File: src/rtl/noc_tag_sequencer.sv
// Runtime-configurable (row, col) tag sequencer for the PE-array NoC controller.
// Walks a num_rows x num_cols grid in row-fast or column-fast order and issues
// one tag per accepted enable until `total` tags have been consumed.
// All state updates on the falling clock edge.
module noc_tag_sequencer #(
    parameter int unsigned ROW_TAG_WIDTH = 4,
    parameter int unsigned COL_TAG_WIDTH = 4,
    parameter int unsigned COUNT_WIDTH   = 12
) (
    input  logic                     clk,
    input  logic                     reset_n,
    input  logic                     start,
    input  logic                     abort,
    input  logic                     enable,
    input  logic                     mode,
    input  logic [ROW_TAG_WIDTH:0]   num_rows,
    input  logic [COL_TAG_WIDTH:0]   num_cols,
    input  logic [COUNT_WIDTH-1:0]   total,
    output logic                     busy,
    output logic                     valid,
    output logic [ROW_TAG_WIDTH-1:0] row_tag,
    output logic [COL_TAG_WIDTH-1:0] col_tag,
    output logic                     last,
    output logic                     wrap,
    output logic                     done,
    output logic                     cfg_err
);

    typedef enum logic [1:0] {
        StIdle,
        StRun,
        StDone
    } state_e;

    localparam logic [ROW_TAG_WIDTH:0] MaxRows = {1'b1, {ROW_TAG_WIDTH{1'b0}}};
    localparam logic [COL_TAG_WIDTH:0] MaxCols = {1'b1, {COL_TAG_WIDTH{1'b0}}};

    state_e                   state_q, state_d;
    logic [ROW_TAG_WIDTH-1:0] row_q, row_d;
    logic [COL_TAG_WIDTH-1:0] col_q, col_d;
    logic [COUNT_WIDTH-1:0]   count_q, count_d;
    logic [COUNT_WIDTH-1:0]   total_q, total_d;
    logic [ROW_TAG_WIDTH:0]   rows_q, rows_d;
    logic [COL_TAG_WIDTH:0]   cols_q, cols_d;
    logic                     mode_q, mode_d;
    logic                     wrap_q, wrap_d;
    logic                     cfg_err_q, cfg_err_d;

    logic row_at_end;
    logic col_at_end;
    logic is_last;

    // Position decodes against the latched (clamped) geometry.
    always_comb begin
        row_at_end = ({1'b0, row_q} == (rows_q - 1'b1));
        col_at_end = ({1'b0, col_q} == (cols_q - 1'b1));
        is_last    = (state_q == StRun) && (count_q == (total_q - 1'b1));
    end

    // Next-state logic: start/latch, advance, completion and abort.
    always_comb begin
        state_d   = state_q;
        row_d     = row_q;
        col_d     = col_q;
        count_d   = count_q;
        total_d   = total_q;
        rows_d    = rows_q;
        cols_d    = cols_q;
        mode_d    = mode_q;
        wrap_d    = 1'b0;
        cfg_err_d = cfg_err_q;

        unique case (state_q)
            StIdle: begin
                if (start && !abort) begin
                    if ((total != '0) && (num_rows != '0) && (num_cols != '0)) begin
                        mode_d    = mode;
                        rows_d    = (num_rows > MaxRows) ? MaxRows : num_rows;
                        cols_d    = (num_cols > MaxCols) ? MaxCols : num_cols;
                        total_d   = total;
                        row_d     = '0;
                        col_d     = '0;
                        count_d   = '0;
                        cfg_err_d = 1'b0;
                        state_d   = StRun;
                    end else begin
                        cfg_err_d = 1'b1;
                        state_d   = StDone;
                    end
                end
            end

            StRun: begin
                if (abort) begin
                    row_d   = '0;
                    col_d   = '0;
                    count_d = '0;
                    state_d = StIdle;
                end else if (enable) begin
                    if (is_last) begin
                        row_d   = '0;
                        col_d   = '0;
                        count_d = '0;
                        state_d = StDone;
                    end else begin
                        count_d = count_q + 1'b1;
                        if (!mode_q) begin
                            // Row-fast: row is the inner dimension.
                            if (row_at_end) begin
                                row_d = '0;
                                if (col_at_end) begin
                                    col_d  = '0;
                                    wrap_d = 1'b1;
                                end else begin
                                    col_d = col_q + 1'b1;
                                end
                            end else begin
                                row_d = row_q + 1'b1;
                            end
                        end else begin
                            // Column-fast: col is the inner dimension.
                            if (col_at_end) begin
                                col_d = '0;
                                if (row_at_end) begin
                                    row_d  = '0;
                                    wrap_d = 1'b1;
                                end else begin
                                    row_d = row_q + 1'b1;
                                end
                            end else begin
                                col_d = col_q + 1'b1;
                            end
                        end
                    end
                end
            end

            StDone: begin
                row_d   = '0;
                col_d   = '0;
                state_d = StIdle;
            end

            default: begin
                state_d = StIdle;
            end
        endcase
    end

    // State registers, falling-edge clocked with asynchronous active-low reset.
    always_ff @(negedge clk or negedge reset_n) begin
        if (!reset_n) begin
            state_q   <= StIdle;
            row_q     <= '0;
            col_q     <= '0;
            count_q   <= '0;
            total_q   <= '0;
            rows_q    <= '0;
            cols_q    <= '0;
            mode_q    <= 1'b0;
            wrap_q    <= 1'b0;
            cfg_err_q <= 1'b0;
        end else begin
            state_q   <= state_d;
            row_q     <= row_d;
            col_q     <= col_d;
            count_q   <= count_d;
            total_q   <= total_d;
            rows_q    <= rows_d;
            cols_q    <= cols_d;
            mode_q    <= mode_d;
            wrap_q    <= wrap_d;
            cfg_err_q <= cfg_err_d;
        end
    end

    // Output decode from registered state.
    always_comb begin
        busy    = (state_q == StRun);
        valid   = (state_q == StRun);
        done    = (state_q == StDone);
        row_tag = row_q;
        col_tag = col_q;
        last    = is_last;
        wrap    = wrap_q;
        cfg_err = cfg_err_q;
    end

endmodule

File: config.mk
export PLATFORM = sky130hd
export DESIGN_NAME = noc_tag_sequencer
export DESIGN_NICKNAME = d
export VERILOG_FILES = /design/src/rtl/noc_tag_sequencer.sv
export SDC_FILE = /design/constraint.sdc
export NUM_CORES = 1
export LEC_CHECK = 0
export CORE_ASPECT_RATIO = 2
export CORE_MARGIN = 2
export CORE_UTILIZATION = 50
export DETAILED_ROUTE_END_ITERATION = 16
export GPL_ROUTABILITY_DRIVEN = 1
export GPL_TIMING_DRIVEN = 1
export PLACE_DENSITY = 0.77
export SYNTH_ARGS = -nofsm -noshare
export SYNTH_HDL_FRONTEND = slang
export SYNTH_SLANG_ARGS = --single-unit
File: constraint.sdc
create_clock -name clk -period 3.1 [get_ports clk]
set_clock_uncertainty 0.05 [all_clocks]
set_input_delay 0.31 -clock clk [delete_from_list [all_inputs] [get_ports clk]]
set_output_delay 0.31 -clock clk [all_outputs]
set_load 0.005 [all_outputs]
* After elaboration in Yosys (flattened, before gate mapping) *
Index checks and enable logic that the tools add are counted.

storage, ports and cells
  flip-flop bits (word level) = 47
  output and inout bits = 14
  word-level logic and storage cells = 86

operators by class
  $add $sub $neg = 6
  $lt $le $gt $ge = 2
  equality and inequality tests = 11
  mux-type cells = 40
  reductions and logical operators = 17

operators by type and width
  operator                 count
  $mux W12                 5
  $mux W4                  14
  $pmux W12 S2             1
  $pmux W4 S3              2
  $add A12 B1 Y12 const B  1
  $eq A12 B12 Y1           1
  $reduce_bool A12 Y1      1
  $sub A12 B1 Y12 const B  1
  $eq A4 B5 Y1             2
  $gt A5 B5 Y1 const B     2
  $mux W1                  10
  $mux W2                  5
  $mux W5                  2
  $reduce_and A5 Y1        2
  $reduce_bool A5 Y1       2
  $sub A5 B1 Y5 const B    2
  $add A4 B1 Y4 const B    2
  $reduce_and A3 Y1        2
  $ne A5 B2 Y1 const B     1
  $ne A5 B4 Y1 const B     1
  $logic_and A1 B1 Y1      4
  $ne A2 B2 Y1 const B     2
  $pmux W2 S2              1
  $reduce_and A4 Y1        1
  9 further kinds          9

* Depth between registers and ports, before layout *
Gate-level depths: netlist of the first run.

  word-level depth = 9
  depth in mapped cells = 11
  gate-level depth less buffers = 9

==> results of run 1 <==
==> worst paths after layout <==
check | from | end | slack (ns) | depth (start not counted)
worst max-delay path | total_q[6] | last | -1.19 | 6
worst min register to register | cfg_err | cfg_err | 0.38 | 1
min in group asynchronous | reset_n | count_q[11] | 1.35 | 2
worst min-delay path | cfg_err | cfg_err | 0.38 | 1
max in group asynchronous | reset_n | col_tag[1] | 1.37 | 2
worst max register to register | total_q[6] | count_q[2] | -0.06 | 11
==> registers in the layout (all words and copies together), names as in the netlist <==
signal,flops
row_tag,4
mode_q,1
state_q,2
wrap,1
col_tag,4
count_q,12
cols_q,5
cfg_err,1
total_q,12
rows_q,5
==> what timing repair did <==
action / 4_1_cts / 5_1_grt
cloned: 1 / 1
endpoints found under the hold margin: 0 / 0
setup buffers: 78 / 12
pin swaps: 27 / 22
setup endpoints to repair: 60 / 51
gates resized for setup: 136 / 29
==> per-layer routing <==
layer,global-route usage (%),part of all wire (%)
met2,68.5,55
met3,8.36,5.7
met4,23.8,8.0
met1,36.4,31
met5,0,0
==> cell families (layout without fill, tap and decap cells) <==
group	count (synthesis)	after routing
AND/OR/NAND/NOR	126	127
AO/OA/AOI/OAI	79	79
flip-flops	47	47
buffers and inverters	26	184
XOR/XNOR	25	25
multiplexers	17	17
adder cells (fa/ha/maj)	6	6
==> report_power, final <==
| part | switching, mW | internal [mW] |
|---|---|---|
| Clock | 0.230 | 0.344 |
| Combinational | 0.506 | 0.533 |
| Sequential | 0.0799 | 0.701 |
==> layout make-up <==
| class | count | area [µm²] | area share (%) |
|---|---|---|---|
| clock buffers | 8 | 156 | 3.13 |
| inverters | 11 | 43.8 | 0.876 |
| multi-input cells | 254 | 2110 | 42.2 |
| flip-flops and latches | 47 | 1180 | 23.5 |
| well taps | 63 | 78.8 | 1.58 |
| repair buffers | 165 | 1430 | 28.7 |
==> cells in the final DEF, fill, tap and decap left out, types with 6 or more instances in the layout <==
master,instances
clkbuf_16,6
xnor2_1,15
nand2b_1,17
nand3_1,7
o21ai_1,7
nand4_1,6
nand2_1,25
inv_1,8
dfrtn_1,47
buf_6,20
nor2_1,17
buf_2,8
dlygate4sd2_1,26
mux2_4,16
o21ai_2,9
xor2_1,10
o21ai_0,11
buf_4,98
o31ai_1,6
nor3_1,6
==> results.yml, run 1 <==
timing:
  rsz0062_at_grt: "true"
  hold_violations: 0
  fin_hold_ws_ns: 0.381
  worstMarginPinSlew_ns: 0.947
  postLayoutSetupSlackWorst_ns: -1.19
  slew_violations: 0
  setup_viol: 46
  fin_setup_tns_ns: -11.65
  slew_headroom_pct: 35.9
clock_network:
  numCtsBuffers: 5
  clkTransAtPathRegs_ns: 0.05
  insertion_delay_ns: 0.31
  cts_hold_buf: 0
  cts_root_buffer: "clkbuf_16"
  clock_path_buffers: 2
  cts_sinks: 47
  h-tree-depth: 2
  cts_tree: "built"
die:
  io_pins: 42
  row_count: 40
  core-area_mm2: 0.00596
  dieHeight_um: 115
  start_util_pct: 51.3
  dieWidth_um: 59.3
  die-area_mm2: 0.00678
logic_synthesis:
  synthArstFlopShare_pct: 100
  synth_nets: 360
  synth-edff-count: 0
  synth_most_common_cell: "dfrtn_1"
  yosysWarnings: 0
  synth_seq_cells: 47
  synth-simple-area-share_pct: 22.3
  synth_top_family_by_area: "simple AND/OR/NAND/NOR gates"
  synthDistinctLibCells: 53
  yosysTopAreaCellShare_pct: 38.5
  synth-main-ff-cell: "dfrtn_1"
  synth_xor_area_share_pct: 7.17
  synth-compound-area-share_pct: 19.7
  syn_inst: 326
  avgSynthCellArea_um2: 9.36
  ys_top_cells_by_area: "dfrtn_1 39%, mux2_2 5.9%, xnor2_1 4.3%"
  syn_area_mm2: 0.00305
  synth.cells.most_frequent: "47 x dfrtn_1, 31 x nand2_1, 22 x o21ai_0"
  synth.largest_area_cell: "dfrtn_1"
  synth_mux_area_share_pct: 6.23
  yosysSeqAreaShare_pct: 38.5
  synthAdderAreaFrac_pct: 2.46
grt:
  grt_pass1_wl_um: 18900
  track_usage_pct: 37.9
  grt_pass1_vias: 3671
  grt_start_max_net_pins: 48
  grt_overflow: 0
  antenna_found_initial: 0
setup_path:
  path_max_fanout: 2
  cpMaxStageDelayCell: "or4_4"
  cp_top_family: "simple AND/OR/NAND/NOR gates"
  cpMostUsedCell: "or4_4"
  cp.arrival_ns: 3.93
  cp_cell_sequence: "or4_4 > or4_4 > a211oi_4 > nand4_1 > nor4b_2 > buf_2"
  cpPeakStageDelay_ns: 0.53
  worstSetupEndpointType: "output pin"
  required_ns: 2.74
  criticalPathCategory: "reg2out"
  worst-path-buf-inv: 1
  cp-start-kind: "flop"
cells_and_area:
  nNetsFinal: 518
  n_antenna_cell: 0
  area_delta_synth_final_pct: 63.8
  drive_above_1_share_pct: 43.9
  fin_util_pct: 84.0
  fin_area_mm2: 0.00500
  fin_cells: 548
  fill_cells: 314
run:
  maxCapViolCount: 0
run_status:
  status: "complete, but fails checks"
  violations: "negative setup slack"
route:
  drt_iter0_drc: 222
  postRouteAntennaNets: 0
  drt_wl_total_um: 12000
  drcViolationCount: 0
  drt-pass1-iter-count: 5
  dr_total_vias: 3429
  via_per_inst: 6.26
  wire_per_inst_um: 21.9
placed_design:
  place_area_mm2: 0.00438
  dpl.hpwl_um: 7290
  io_buffers: 41
  gp_congestion: 0.929
  preCtsSetupSlack_ns: -1.25
  dp_cells: 512
power_and_ir_drop:
  leakage_nw: 2.38
  finalPower_mw: 2.39
  power_density_mw_per_mm2: 479
  ir_drop_mv: 0.494
worst_hold_path:
  hp-class: "reg2reg"
Power figures use the tool's default switching activity.
==> inputs of run 2 (changes only) <==
--- a/config.mk
+++ b/config.mk
@@ -5,7 +5,7 @@
 export SDC_FILE = /design/constraint.sdc
 export NUM_CORES = 1
 export LEC_CHECK = 0
-export CORE_ASPECT_RATIO = 2
+export ABC_AREA = 0
 export CORE_MARGIN = 2
 export CORE_UTILIZATION = 50
 export DETAILED_ROUTE_END_ITERATION = 16
==> results.yml, run 2 (same netlist as run 1, synthesis figures left out) <==
cells_and_area:
  regArea_mm2: 0.00118
  fin_area_mm2: 0.00476
  fill_cells: 361
  n_antenna_cell: 0
  drive_above_1_share_pct: 41.7
  area_delta_synth_final_pct: 56.1
  multi_input_area_mm2: 0.00210
  final_cell_mix: "84 x buf_4, 47 x dfrtn_1, 27 x nand2_1, 25 x dlygate4sd2_1, 18 x nor2_1"
  fin_util_pct: 80.5
  reg.largest.list: "count_q: 12 flops, total_q: 12 flops"
  nNetsFinal: 498
  mostFrequentLayoutCell: "buf_4"
setup_path:
  path_max_fanout: 2
  worstSetupEndpointType: "output pin"
  criticalPathCategory: "reg2out"
  required_ns: 2.74
  cp.arrival_ns: 3.96
  cp-start-kind: "flop"
route:
  drcViolationCount: 0
  postRouteAntennaNets: 0
  drt_iter0_drc: 244
  drt_wl_total_um: 9930
  wire_per_inst_um: 18.4
  via_per_inst: 5.89
  drt-pass1-iter-count: 5
  dr_total_vias: 3181
timing:
  fin_hold_ws_ns: 0.390
  slew_headroom_pct: 53.2
  setup_viol: 45
  worstMarginPinSlew_ns: 0.684
  rsz0062_at_grt: "true"
  hold_violations: 0
  postLayoutSetupSlackWorst_ns: -1.22
  slew_violations: 0
power_and_ir_drop:
  leakage_nw: 2.25
  p_int_mw: 1.36
  power.share.switching_pct: 35.8
  p_switching_mw: 0.759
  power_density_mw_per_mm2: 444
  pwr-share-clk_pct: 18.7
  ir_drop_mv: 0.271
  comb_power_share_pct: 44.5
  pwr-share-seq_pct: 36.8
clock_network:
  cts_hold_buf: 0
  clkTransAtPathRegs_ns: 0.06
  cts_root_buffer: "clkbuf_8"
  h-tree-depth: 2
  cts_sinks: 47
  clock_path_buffers: 2
  insertion_delay_ns: 0.31
  numCtsBuffers: 5
  cts_tree: "built"
placed_design:
  dpl.hpwl_um: 6390
  place_area_mm2: 0.00432
  preCtsSetupSlack_ns: -1.29
  io_buffers: 41
  gp_congestion: 0.871
die:
  dieHeight_um: 82.1
  die-area_mm2: 0.00675
  row_count: 28
  start_util_pct: 51.6
  core-area_mm2: 0.00592
  dieWidth_um: 82.1
  io_pins: 42
run_status:
  status: "complete, but fails checks"
  violations: "negative setup slack"
grt:
  grt_pass1_vias: 3134
  grt_overflow: 0
  grt_start_max_net_pins: 33
  grt_pass1_wl_um: 15600
  track_usage_pct: 30.8
  antenna_found_initial: 0
run:
  maxCapViolCount: 0
worst_hold_path:
  hp-class: "reg2reg"
run 2: cell count changes in the layout (fill, tap and decap cells not counted), sizes merged:
cell | previous run | this run
inv | 11 | 13
clkbuf | 10 | 6
buf | 134 | 117
dlymetal6s2s | 0 | 1
clkinv | 0 | 1
clkdlybuf4s15 | 2 | 1
nand2b | 20 | 19
dlygate4sd2 | 26 | 25
run 2: final cells by class:
cell class	instances	share of cell area [%]
Clock buffer	5	1.44
Clock inverter	3	0.473
Inverter	11	0.867
Multi-Input combinational cell	253	44.1
Sequential cell	47	24.7
Tap cell	75	1.97
Timing Repair Buffer	146	26.4
run 2: routing by layer:
metal / part of all wire [%] / GRT usage, %
met3: 4.3 / 4.24
met2: 50 / 51.5
met1: 44 / 40.8
met4: 2.2 / 11.2
met5: 0 / 0
run 2: power by group through the flow:
stage | Clock, mW | Combinational (mW) | Sequential (mW)
3_3_place_gp | 0 | 0.797 | 0.772
2_1_floorplan | 0 | 0.456 | 0.782
5_1_grt | 0.422 | 1.01 | 0.789
6_report | 0.396 | 0.942 | 0.779
4_1_cts | 0.392 | 0.884 | 0.770
3_5_place_dp | 0 | 0.821 | 0.779
run 2: path summary, 6_finish.rpt:
path                            depth (start not counted)  slack (ns)          to        from
max in group asynchronous                               2        1.17  total_q[3]     reset_n
worst min-delay path                                    1        0.39     cfg_err     cfg_err
min in group asynchronous                               1        1.30  count_q[5]     reset_n
worst max register to register                          9        0.10  count_q[6]  total_q[6]
worst max-delay path                                    6       -1.22        last  total_q[6]
worst min register to register                          1        0.39     cfg_err     cfg_err
run 2: through the flow:
step,TNS (ns),cells,total power [mW]
2_1_floorplan,-12.77,326,1.24
5_1_grt,-11.31,540,2.22
4_1_cts,-9.79,538,2.05
3_5_place_dp,-40.06,518,1.60
6_report,-9.78,540,2.12
3_3_place_gp,-39.29,518,1.57
run 2: repair_timing:
action,4_1_cts,5_1_grt
setup endpoints to repair,60,47
pin swaps,17,6
setup buffers,11,5
resized for setup,111,28
gates cloned,2,0
run 2: worst max-delay path, cell delays in order (launching register included):
cell and delay [ns]:
dfrtn_1 0.36, or4_4 0.54, or4_4 0.43, a211oi_2 0.22, nand4_1 0.15, nor4b_2 0.24
buf_2 0.16
==> patch: new RTL, flow settings as in run 2 <==
Re-encode `state_e` (3 states) as one-hot, 3 bits wide.
--- a/src/rtl/noc_tag_sequencer.sv
+++ b/src/rtl/noc_tag_sequencer.sv
@@ -27,8 +27,8 @@
 );
 
-    typedef enum logic [1:0] {
-        StIdle,
-        StRun,
-        StDone
+    typedef enum logic [2:0] {
+        StIdle = 3'b001,
+        StRun  = 3'b010,
+        StDone = 3'b100
     } state_e;
 
Function: no difference found for any inputs over 4 cycles, from zero or initial values and one cycle with reset_n low; so few cycles prove little.
==> patch against run 2 <==
The run still ends with negative setup slack left. Global-route usage rose by 0.51 points. Cell area fell by 1.3%. Synthesized cell count fell by 3.1%. Wire length rose by 13%. Non-clock buffer count fell by 3. Sequential cell count rose by 1. Power fell by 1.4%. Via count rose by 4.3%. Final cell count fell by 1.5%. Worst setup slack improved by 0.23 ns. Area after synthesis fell by 2.6%.
==> patch: results (changes against run 2) <==
Run status
  – Outcome: finished with violations
  – Failing checks: negative setup slack

Cells and area
  – Layout Cells excl Fill: 532 (-1.5%)
  – Antenna diode count: 0 (unchanged)
  – Filler cell count in the final layout: 354 (-1.9%)
  – Ratio of cells with drive above 1 in the final layout: 41.8% (+0.074 points)
  – Final #Nets: 490 (-1.6%)

Global routing
  – Largest net degree at the start of global routing: 20 (-39%)
  – Total Routing Usage GR: 31.3% (+0.51 points)
  – GR Util met2: 58.3% (+6.8 points)
  – GR Util met3: 4.44% (+0.21 points)
  – Vias in the first global route: 3283 (+4.8%)
  – M1 GR Usage: 35.8% (-5.0 points)
  – Global-route wire length before repair: 15700 um (+0.26%)

Clock network
  – Clk_lat worst skew: 0.36 ns (+0.05 ns)
  – Clock-pin slew on the worst setup and hold paths: 0.06 ns (about the same)

Synth
  – Post-synth top cells: 47 x dfrtn_1, 23 x o21ai_0, 22 x nand2_1
  – Synth Area in Adders: 2.53% (+0.066 points)
  – Area contributors post-synth: dfrtn_1 40%, xnor2_1 5.3%, mux2_2 4.9%, o21ai_0 3.9%, nand2_1 2.8%
  – Synthesized netlist net count: 350 (-2.8%)
  – Syn avg cell area: 9.41 um^2 (+0.46%)
  – Netlist cell types: 58 (+9.4%)
  – Xor and xnor area share after synthesis: 6.48% (-0.69 points)
  – Sequential area share after synthesis: 40.4% (+1.9 points)
  – Post-synthesis compound-gate area fraction: 17.7% (-2.0 points)
  – Synth warn: 0 (unchanged)
  – Post-synthesis mux area share: 4.92% (-1.3 points)

Drt
  – 1st-iter DRT viols: 227 (-7.0%)
  – Drt pass-1 iters: 4 (-1)
  – WL met3: 659 um (+54%)
  – Via density: 6.23 (+5.8%)
  – WL per Instance: 21.1 um (+15%)
  – Wl on met1: 4210 um (-2.5%)
  – Routed wl met2: 5720 um (+16%)

Power and ir drop
  – IR drop worst, VDD: 0.420 mV (+55%)
  – Sw Pwr: 722 uW (-4.9%)
  – Pleak: 2.17 nW (-3.9%)
  – Clk pwr share: 19.4% (+0.7 points)
  – Comb pwr: 876 uW (-7.0%)
  – Seq pwr share: 38.6% (+1.8 points)

Timing
  – Setup TNS: -14.63 ns (-4.85 ns)
  – Setup violators final: 49 (+8.9%)
  – PnR worst setup slack: -0.989 ns (+0.233 ns)
  – Slew @ Worst Pin: 0.520 ns (-0.164 ns)

Place
  – DP Worst Slack: -1.11 ns (+0.184 ns)
  – Final HPWL DP: 5820 um (-8.8%)
  – Placer Congestion: 0.856 (-1.7%)
  – Post-DP Area: 3940 um^2 (-8.8%)

Setup path
  – Crit-path max FO: 4 (+2)
  – Worst EP arrival: 3.73 ns (-0.23 ns)

Min path
  – Hold WC Path Type: reg -> reg
==> patch: changes by cell type after synthesis, sizes merged, moves of 6 or more <==
cell     delta
clkbuf      -8
a2bb2oi     -6
o31ai       -8
xor2        -6
nand3b      +8
or2         +6
nor2b       +8
nand2       -9
nand2b     -14
==> patch: logic make-up (layout without fill, tap and decap cells) <==
logic type               count (synthesis)  after routing
multiplexers                            13             13
AND/OR/NAND/NOR                        127            127
AO/OA/AOI/OAI                           77             77
adder cells (fa/ha/maj)                  6              6
XOR/XNOR                                22             22
flip-flops                              48             48
buffers and inverters                   23            164
==> patch: final timing paths <==
path	start	endpoint	slack, ns	cells after the start
hold reg to reg	cfg_err	cfg_err	0.43	2
setup / recovery	total_q[2]	last	-0.99	7
max in group asynchronous	reset_n	row_tag[2]	1.02	2
hold / removal	cfg_err	cfg_err	0.43	2
min in group asynchronous	reset_n	total_q[9]	1.35	1
setup reg to reg	total_q[2]	count_q[8]	0.07	12
==> patch: worst max-delay path, cell delays in order, from the launching register on <==
cell	delay, ns
dfrtn_1	0.40
buf_6	0.14
buf_6	0.10
nor2b_4	0.13
or3_1	0.43
a311oi_2	0.31
and4_1	0.25
buf_2	0.12
==> patch: repair_timing <==
| item | in CTS | in global routing |
|---|---|---|
| hold endpoints to repair | 0 | 0 |
| setup endpoints to repair | 59 | 52 |
| resized for setup | 131 | 46 |
| gates cloned | 3 | 1 |
| pin swaps | 28 | 26 |
| buffers inserted | 25 | 14 |
==> patch: final cells by class <==
cell class,instances,area [um^2],share of cell area (%)
multi-input cells,245,1950,41.4
clock inverters,1,3.75,0.0798
flip-flops and latches,48,1200,25.6
clock buffers,8,90.1,1.92
inverters,12,50.0,1.06
repair buffers,143,1320,28.0
well taps,75,93.8,2.00
